==> config.mk <==
export PLATFORM = sky130hd
export DESIGN_NAME = spi_xfer_seq
export DESIGN_NICKNAME = d
export VERILOG_FILES = /design/src/rtl/spi_pkg.sv /design/src/rtl/spi_fifo.sv /design/src/rtl/spi_xfer_seq.sv
export SDC_FILE = /design/constraint.sdc
export NUM_CORES = 1
export LEC_CHECK = 0
export ABC_AREA = 1
export CAP_MARGIN = 20
export CORE_ASPECT_RATIO = 1.75
export CORE_UTILIZATION = 55
export CTS_BUF_LIST = sky130_fd_sc_hd__clkbuf_4 sky130_fd_sc_hd__clkbuf_8 sky130_fd_sc_hd__clkbuf_16
export CTS_CLUSTER_SIZE = 12
export DETAILED_ROUTE_END_ITERATION = 6
export MAX_ROUTING_LAYER = met4
export PLACE_DENSITY = 0.77
export SETUP_SLACK_MARGIN = 0.02
export SKIP_LAST_GASP = 1
export SYNTH_ARGS = -nofsm -noshare
export SYNTH_HDL_FRONTEND = slang
export SYNTH_HIERARCHICAL = 1
export SYNTH_SLANG_ARGS = --single-unit
export TNS_END_PERCENT = 30
==> constraint.sdc <==
create_clock -name clk -period 4 [get_ports clk]
set_clock_uncertainty 0.2 [all_clocks]
set_input_delay 0.4 -clock clk [delete_from_list [all_inputs] [get_ports clk]]
set_output_delay 0.4 -clock clk [all_outputs]
set_load 0.05 [all_outputs]
==> src/rtl/spi_pkg.sv <==
// Shared definitions for the SPI transfer sequencer: FSM encoding, fill byte
// and the auto-burst length helper.
package spi_pkg;

  typedef enum logic [2:0] {
    IDLE,
    ISSUE,
    WAIT_ACK,
    WAIT_DONE,
    STORE
  } state_t;

  localparam logic [7:0] FILL_BYTE = 8'hFF;
  localparam int AUTO_W = 11;

  // A zero length request means a full 1024-byte burst.
  function automatic logic [AUTO_W-1:0] auto_load(input logic [9:0] len);
    return (len == 10'd0) ? 11'd1024 : {1'b0, len};
  endfunction

endpackage

==> src/rtl/spi_fifo.sv <==
// First-word-fall-through byte FIFO with synchronous clear and occupancy count.
module spi_fifo #(
  parameter int DEPTH = 4,
  parameter int WIDTH = 8
) (
  input  logic                     clk,
  input  logic                     rst_n,
  input  logic                     clr,
  input  logic                     push,
  input  logic [WIDTH-1:0]         din,
  input  logic                     pop,
  output logic [WIDTH-1:0]         dout,
  output logic [$clog2(DEPTH):0]   count
);

  localparam int AW = $clog2(DEPTH);
  localparam int CW = AW + 1;
  localparam logic [CW-1:0] FULL_CNT = CW'(DEPTH);

  logic [WIDTH-1:0] mem [DEPTH];
  logic [AW-1:0]    wptr;
  logic [AW-1:0]    rptr;
  logic             do_push;
  logic             do_pop;

  // Overflowing pushes and underflowing pops are silently dropped.
  assign do_push = push && (count != FULL_CNT);
  assign do_pop  = pop && (count != '0);

  always_ff @(posedge clk) begin
    if (!rst_n || clr) begin
      wptr  <= '0;
      rptr  <= '0;
      count <= '0;
    end else begin
      if (do_push) wptr <= wptr + 1'b1;
      if (do_pop)  rptr <= rptr + 1'b1;
      count <= count + CW'(do_push) - CW'(do_pop);
    end
  end

  always_ff @(posedge clk) begin
    if (do_push) mem[wptr] <= din;
  end

  // Present zero when empty so the head reads 0x00 out of reset.
  assign dout = (count == '0) ? '0 : mem[rptr];

endmodule

==> src/rtl/spi_xfer_seq.sv <==
// Byte sequencer feeding a byte-level SPI controller from a TX FIFO or an
// auto 0xFF fill burst, collecting received bytes into an RX FIFO.
module spi_xfer_seq
  import spi_pkg::*;
#(
  parameter int DEPTH = 4
) (
  input  logic       clk,
  input  logic       rst_n,
  input  logic [7:0] wr_data,
  input  logic       wr_en,
  input  logic       rd_en,
  output logic [7:0] rd_data,
  output logic       rx_valid,
  output logic       tx_full,
  input  logic [9:0] auto_len,
  input  logic       auto_start,
  input  logic       flush,
  output logic       busy,
  output logic       ovf,
  output logic [7:0] ctl_txdata,
  output logic       ctl_txstart,
  input  logic [7:0] ctl_rxdata,
  input  logic       ctl_busy
);

  localparam int CW = $clog2(DEPTH) + 1;
  localparam logic [CW-1:0] FULL_CNT = CW'(DEPTH);

  state_t            state;
  logic [AUTO_W-1:0] auto_cnt;
  logic              issue_auto;
  logic              discard;

  logic [7:0]        tx_head;
  logic [CW-1:0]     tx_count;
  logic [CW-1:0]     rx_count;
  logic              tx_empty;
  logic              rx_full;
  logic              tx_pop;
  logic              rx_push;
  logic              have_src;
  logic              start_xfer;

  assign tx_empty   = (tx_count == '0);
  assign tx_full    = (tx_count == FULL_CNT);
  assign rx_full    = (rx_count == FULL_CNT);
  assign rx_valid   = (rx_count != '0);
  assign busy       = (state != IDLE) || !tx_empty;

  assign tx_pop     = (state == ISSUE) && !issue_auto;
  assign rx_push    = (state == STORE) && !discard;
  assign have_src   = (auto_cnt != '0) || !tx_empty;
  // A flush in the same cycle would clear the byte we are about to send.
  assign start_xfer = (state == IDLE) && have_src && !rx_full && !flush;

  spi_fifo #(.DEPTH(DEPTH), .WIDTH(8)) u_tx_fifo (
    .clk   (clk),
    .rst_n (rst_n),
    .clr   (flush),
    .push  (wr_en),
    .din   (wr_data),
    .pop   (tx_pop),
    .dout  (tx_head),
    .count (tx_count)
  );

  spi_fifo #(.DEPTH(DEPTH), .WIDTH(8)) u_rx_fifo (
    .clk   (clk),
    .rst_n (rst_n),
    .clr   (flush),
    .push  (rx_push),
    .din   (ctl_rxdata),
    .pop   (rd_en),
    .dout  (rd_data),
    .count (rx_count)
  );

  // Transfer FSM; a flush while a byte is in flight lets it finish but drops its data.
  always_ff @(posedge clk) begin
    if (!rst_n) begin
      state       <= IDLE;
      ctl_txstart <= 1'b0;
      ctl_txdata  <= 8'h00;
      issue_auto  <= 1'b0;
      discard     <= 1'b0;
    end else begin
      ctl_txstart <= 1'b0;
      case (state)
        IDLE: begin
          if (start_xfer) begin
            state       <= ISSUE;
            ctl_txstart <= 1'b1;
            issue_auto  <= (auto_cnt != '0);
            ctl_txdata  <= (auto_cnt != '0) ? FILL_BYTE : tx_head;
            discard     <= 1'b0;
          end
        end
        ISSUE: begin
          state <= WAIT_ACK;
          if (flush) discard <= 1'b1;
        end
        WAIT_ACK: begin
          if (flush)    discard <= 1'b1;
          if (ctl_busy) state   <= WAIT_DONE;
        end
        WAIT_DONE: begin
          if (flush)     discard <= 1'b1;
          if (!ctl_busy) state   <= STORE;
        end
        STORE: begin
          state   <= IDLE;
          discard <= 1'b0;
        end
        default: state <= IDLE;
      endcase
    end
  end

  // New bursts are only accepted once the previous one has fully issued.
  always_ff @(posedge clk) begin
    if (!rst_n || flush) begin
      auto_cnt <= '0;
    end else if ((state == ISSUE) && issue_auto) begin
      auto_cnt <= auto_cnt - 11'd1;
    end else if (auto_start && (auto_cnt == '0)) begin
      auto_cnt <= auto_load(auto_len);
    end
  end

  always_ff @(posedge clk) begin
    if (!rst_n || flush) begin
      ovf <= 1'b0;
    end else if (wr_en && tx_full) begin
      ovf <= 1'b1;
    end
  end

endmodule

### Yosys cells after proc, flatten, opt, wreduce, memory -nomap -nowiden

Memory sizes are Yosys's and may differ from the RTL's. A register that Yosys moved wholly into a read port is not among the register bits.
Cells that the tools add are included.

* register bits: 40
* latch bits: 0
* memory bits (writable): 64
* bits in read-only memories: 0
* input bits: 33
* output and inout port bits: 21
* logic and storage cells: 95
* memories: 2

* add/subtract/negate cells: 9
* multipliers: 0
* divide/modulo/power cells: 0
* $lt $le $gt $ge: 0
* eq/ne operators: 12
* shifts and indexed selects: 0
* multiplexer cells: 22
* bitwise operators: 0
* reduce and logical (&&, ||, !) cells: 37

Memories
* u_rx_fifo.mem: words 4, bits a word 8, read ports 1, clocked after Yosys merged registers in 1, wr ports 1, line spi_fifo.sv:20 `logic [WIDTH-1:0] mem [DEPTH];`
* u_tx_fifo.mem: words 4, bits a word 8, read ports 1, clocked after Yosys merged registers in 1, wr ports 1, line spi_fifo.sv:20

Operators with widths (count)
* two-way mux 11 bit: 3
* two-way mux 8 bit: 3
* logical AND 1 bit: 12
* one-hot mux 3 bit (4 select lines): 1
* nonzero test 3 bit: 4
* logical NOT 11 bit: 1
* nonzero test 11 bit: 1
* subtractor 11 x 1 -> 11 bit (second input constant): 1
* logical NOT 10 bit: 1
* == test 3 bit (second input constant): 3
* logical NOT 3 bit: 3
* two-way mux 3 bit: 3
* adder 2 x 1 -> 2 bit (second input constant): 4
* two-way mux 2 bit: 4
* two-way mux 1 bit: 7
* adder 3 x 1 -> 3 bit: 2
* == test 3 x 2 -> 1 bit (second input constant): 2
* logical NOT 1 bit: 6
* != test 2 bit (second input constant): 3
* != test 3 bit (second input constant): 2
* AND reduction 3 bit: 2
* subtractor 3 x 1 -> 3 bit: 2
* AND reduction 2 bit: 2
* == test 3 x 1 -> 1 bit (second input constant): 1
* 5 further kinds: 7

### Logic depth before layout (Yosys ltp)

* depth after elaboration: 8
* depth in mapped cells: 14

### By module

Netlist, hierarchy kept.

Modules (own cells, without submodules)
* spi_fifo: times used 2, cells an instance 194, area an instance 1861.8 sq um, seq. area each 1141.1 sq um
* spi_xfer_seq: times used 1, cells an instance 242, area an instance 1522.7 sq um, seq. area each 520.5 sq um

### Least setup slack after synthesis

OpenSTA, ideal clock, no wires.

* path type: reg-to-reg
* from: register state[0]
* to: register u_rx_fifo.count[2]
* arrival: 2.465 ns
* data required time: 3.685 ns
* setup slack: 1.220 ns
* cell stages (with the launch flop): 12
* buffers on the path: 1
* cell sequence: dfxtp_1 buf_6 nor4_1 nand2_1 ha_1 inv_1 ha_1 inv_1 fa_1 or2_2 a21oi_1 nor2_1

* longest elaborated chain between the ends: 5

RTL lines
* start: declaration: line spi_xfer_seq.sv:30 `state_t state;`
* start signal: assignment: line spi_xfer_seq.sv:82 `state <= IDLE;`
* start signal: assignment: line spi_xfer_seq.sv:92 `state <= ISSUE;`
* start signal: assignment: line spi_xfer_seq.sv:100 `state <= WAIT_ACK;`
* == test 3 bit: line spi_xfer_seq.sv:52 `assign rx_push = (state == STORE) && !discard;`
* logical AND 1 bit: line spi_xfer_seq.sv:52
* via rx_push: line spi_xfer_seq.sv:41 `logic rx_push;`
* logical AND 1 bit: line spi_fifo.sv:27 `assign do_push = push && (count != FULL_CNT);`
* adder 3 x 1 -> 3 bit: line spi_fifo.sv:38 `count <= count + CW'(do_push) - CW'(do_pop);`
* subtractor 3 x 1 -> 3 bit: line spi_fifo.sv:38
* end signal: assignment: line spi_fifo.sv:38
* end: declaration: line spi_fifo.sv:13 `output logic [$clog2(DEPTH):0] count`

The timed path passes the listed nets, and every way through them passes these cells.
A chain may end at the register's enable or synchronous reset.

### Worst setup path in the final report

Ends and elaborated chain as after synthesis.

==> metrics.md <==
| Metric | Value |
|---|---|
| F_max | 0.328 GHz |
| CTS Buf Count | 9 |
| WS Path Type | flop to flop |
| Gpl congestion | 0.860 |
| Non-filler instance count after layout | 806 |
| Syn nets | 679 |
| CTS tree | done |
| # Max-Cap Violations | 0 |
| Clock insertion delay at the later pin of the skew report | 0.35 ns |
| Commonest non-fill, non-tap cell in the layout | nand2_1 |
| Die extent in x | 75.8 um |
| Status | finished, final reports clean |
| Max-slew violations | 0 |
| Period utilization | 0.762 |
| Synth unique cells | 31 |
| Syn_area_per_cell | 8.33 um^2 |
| Crit path max-delay family | simple AND/OR/NAND/NOR gates |
| Final min period | 3.05 ns |
| I/O pins | 54 |
| Routed vias/inst | 5.11 |
| Via count | 4122 |
| Max_slew headroom | 0.434 |
| Slew @ Worst Pin | 0.845 ns |
| First-pass GRT wire length | 17000 um |
| Fraction of layout cells with a size suffix above 1 | 0.0671 |
| # resized after CTS | 0 |
| Rows | 46 |
| Multi-input logic area | 1820 um^2 |
| VDD IR-drop max | 267 uV |
| Clock Tree Buf Depth | 2 |
| WP data required | 4.05 ns |
| Total number of yosys warnings | 6 |
| Arr. time, crit path | 3.10 ns |
| Pwr Density | 485 nW/um^2 |
| P_leak | 2.69 nW |
| Startpoint Class | flop |
| DIE AREA | 9950 um^2 |
| Reg2Reg Depth | 10 |
| Stages on worst setup path | 10 |
| Synthesized area | 5250 um^2 |
| Fill cells | 741 |
| Sequential cell area | 2800 um^2 |
| Initial antenna violation count | 0 |
| Reg2Reg Launch Point | state[0] |
| Area growth syn-to-layout | 17.1% |
| R2r setup slk | 0.95 ns |
| Initial Utilization | 0.573 |
| Worst path slowest cell | nor4_1 |
| Largest net degree at the start of global routing | 20 |
| Number of global-route vias before repair | 3945 |
| DR DRC count | 0 |
| Hold Crit Depth | 2 |
| Antenna viol nets, final | 0 |
| Unrepaired setup endpoints after global routing | false |
| Core ar. | 9150 um^2 |
| Critical Path Start | state[0] |
| Dpl cells | 790 |
| Clk sinks | 108 |
| Hold-fix buffers at CTS | 0 |
| Diode count | 0 |
| Clk slew on worst S/H paths | 0.07 ns |
| Worst path max stage delay | 0.65 ns |
| Drt first pass iters | 5 |
| CP endpoint kind | flop |
| IO buf count | 53 |
| # H-tree levels | 3 |
| Sequential fraction of the synthesis area | 0.534 |
| DRT iter0 DRCs | 245 |
| Hold WC Path Type | flop to flop |
| Hold Violations, Final | 0 |
| Die Ht | 131 um |
| Nets@finish | 730 |
| CP bufs+invs | 2 |
| Setup tns final | 0 ns |
| Endpoints failing setup | 0 |
| Routed wire length | 10500 um |
| WL per Instance | 13.0 um |
| Clock root buffer | clkbuf_16 |
| Grt ovf | 0 |
| Synthesized instance count | 630 |
| Overall Global Routing Usage | 0.233 |
| Worst R2R End | u_rx_fifo/count[2] |
| Dpl hpwl | 7600 um |
| Commonest non-fill, non-tap cells in the layout | 128 x nand2_1, 123 x inv_1, 80 x nor2_1 |
| CP endpoint | u_rx_fifo/count[2] |
| Max FO, Critical Path | 8 |
| Crit path cell chain | nor4_1 -> nand2_1 -> ha_1 -> inv_1 -> ha_1 -> inv_1 -> fa_1 -> or2_2 -> a21oi_1 -> nor2_1 |
| Yosys reg bits | 108 |
| Post-CTS setup buffer count | 0 |
## kinds of logic (layout without fill, tap and decap cells)
family,Yosys count,count (layout),share of synthesized area
AO/OA/AOI/OAI,58,58,0.0570
adder cells (fa/ha/maj),16,16,0.0410
buffers and inverters,146,202,0.118
flip-flops,108,108,0.534
AND/OR/NAND/NOR,302,302,0.249
## sequential cells by signal, summed over array words and instances, names as in the netlist, 3 cells and up, named ones only
signal           count
u_rx_fifo/count      3
state                3
u_tx_fifo/mem       32
ctl_txdata           8
u_rx_fifo/mem       32
u_tx_fifo/count      3
auto_cnt            11
## synthesized netlist by cell type (all sizes together)
cell type / number / area, um^2
fa: 2 / 40.0
o211ai: 1 / 7.51
dfxtp: 44 / 881
buf: 11 / 108
or2: 6 / 37.5
nand3: 59 / 300
nor4: 1 / 6.26
nand2: 138 / 543
ha: 14 / 175
edfxtp: 64 / 1920
a31oi: 3 / 18.8
nor2: 85 / 337
nand4: 9 / 62.6
clkbuf: 2 / 8.75
o21ai: 18 / 90.1
o31ai: 1 / 7.51
a21oi: 35 / 175
inv: 130 / 493
nor3: 3 / 15.0
nor3b: 1 / 7.51
clkinv: 3 / 11.3
## per-stage QoR
| step | hold slack [ns] | worst slack (ns) | area (um^2) | total power [mW] | util |
|---|---|---|---|---|---|
| floorplan | 0.248 | 1.22 | 5250 | 1.83 | - |
| global placement | 0.258 | 1.09 | 5810 | 2.02 | 0.635 |
| detailed placement | 0.265 | 1.00 | 5810 | 2.04 | 0.635 |
| CTS | 0.279 | 0.905 | 6140 | 3.00 | 0.671 |
| global route | 0.307 | 0.722 | 6140 | 3.12 | 0.671 |
| finish | 0.269 | 0.951 | 6140 | 2.98 | 0.671 |
## layout make-up
type	count	area share
flip-flops and latches	108	0.456
multi-input cells	376	0.297
repair buffers	53	0.0864
inverters	133	0.0821
clock buffers	9	0.0367
well taps	120	0.0244
clock inverters	7	0.0171
## routing by layer
metal | global-route usage | vias to the layer above | wire (um)
li1 | - | 2084 | -
met1 | 0.234 | 1907 | 4090
met2 | 0.411 | 104 | 5680
met3 | 0.0406 | 27 | 415
met4 | 0.120 | 0 | 323
met5 | - | - | 0
## tightest hold or removal path, cell delays in order, from the launching register on
cell	delay, ns
dfxtp_1	0.32
inv_1	0.05
a21oi_1	0.05
## how the worst min path moves through the flow
stage | startpoint | endpoint | slack [ns]
final | ovf | ovf | 0.27
after global routing | ctl_txdata[5] | ctl_txdata[5] | 0.31
after CTS | ovf | ovf | 0.28
after detailed placement | ovf | ovf | 0.27
after global placement | ovf | ovf | 0.26
after floorplan | u_rx_fifo/rptr[0] | flop | 0.25
## power by group
part	internal (mW)	switching [mW]
Combinational	0.238	0.468
Sequential	1.25	0.0630
Clock	0.558	0.405
(Power assumes the default switching activity.)
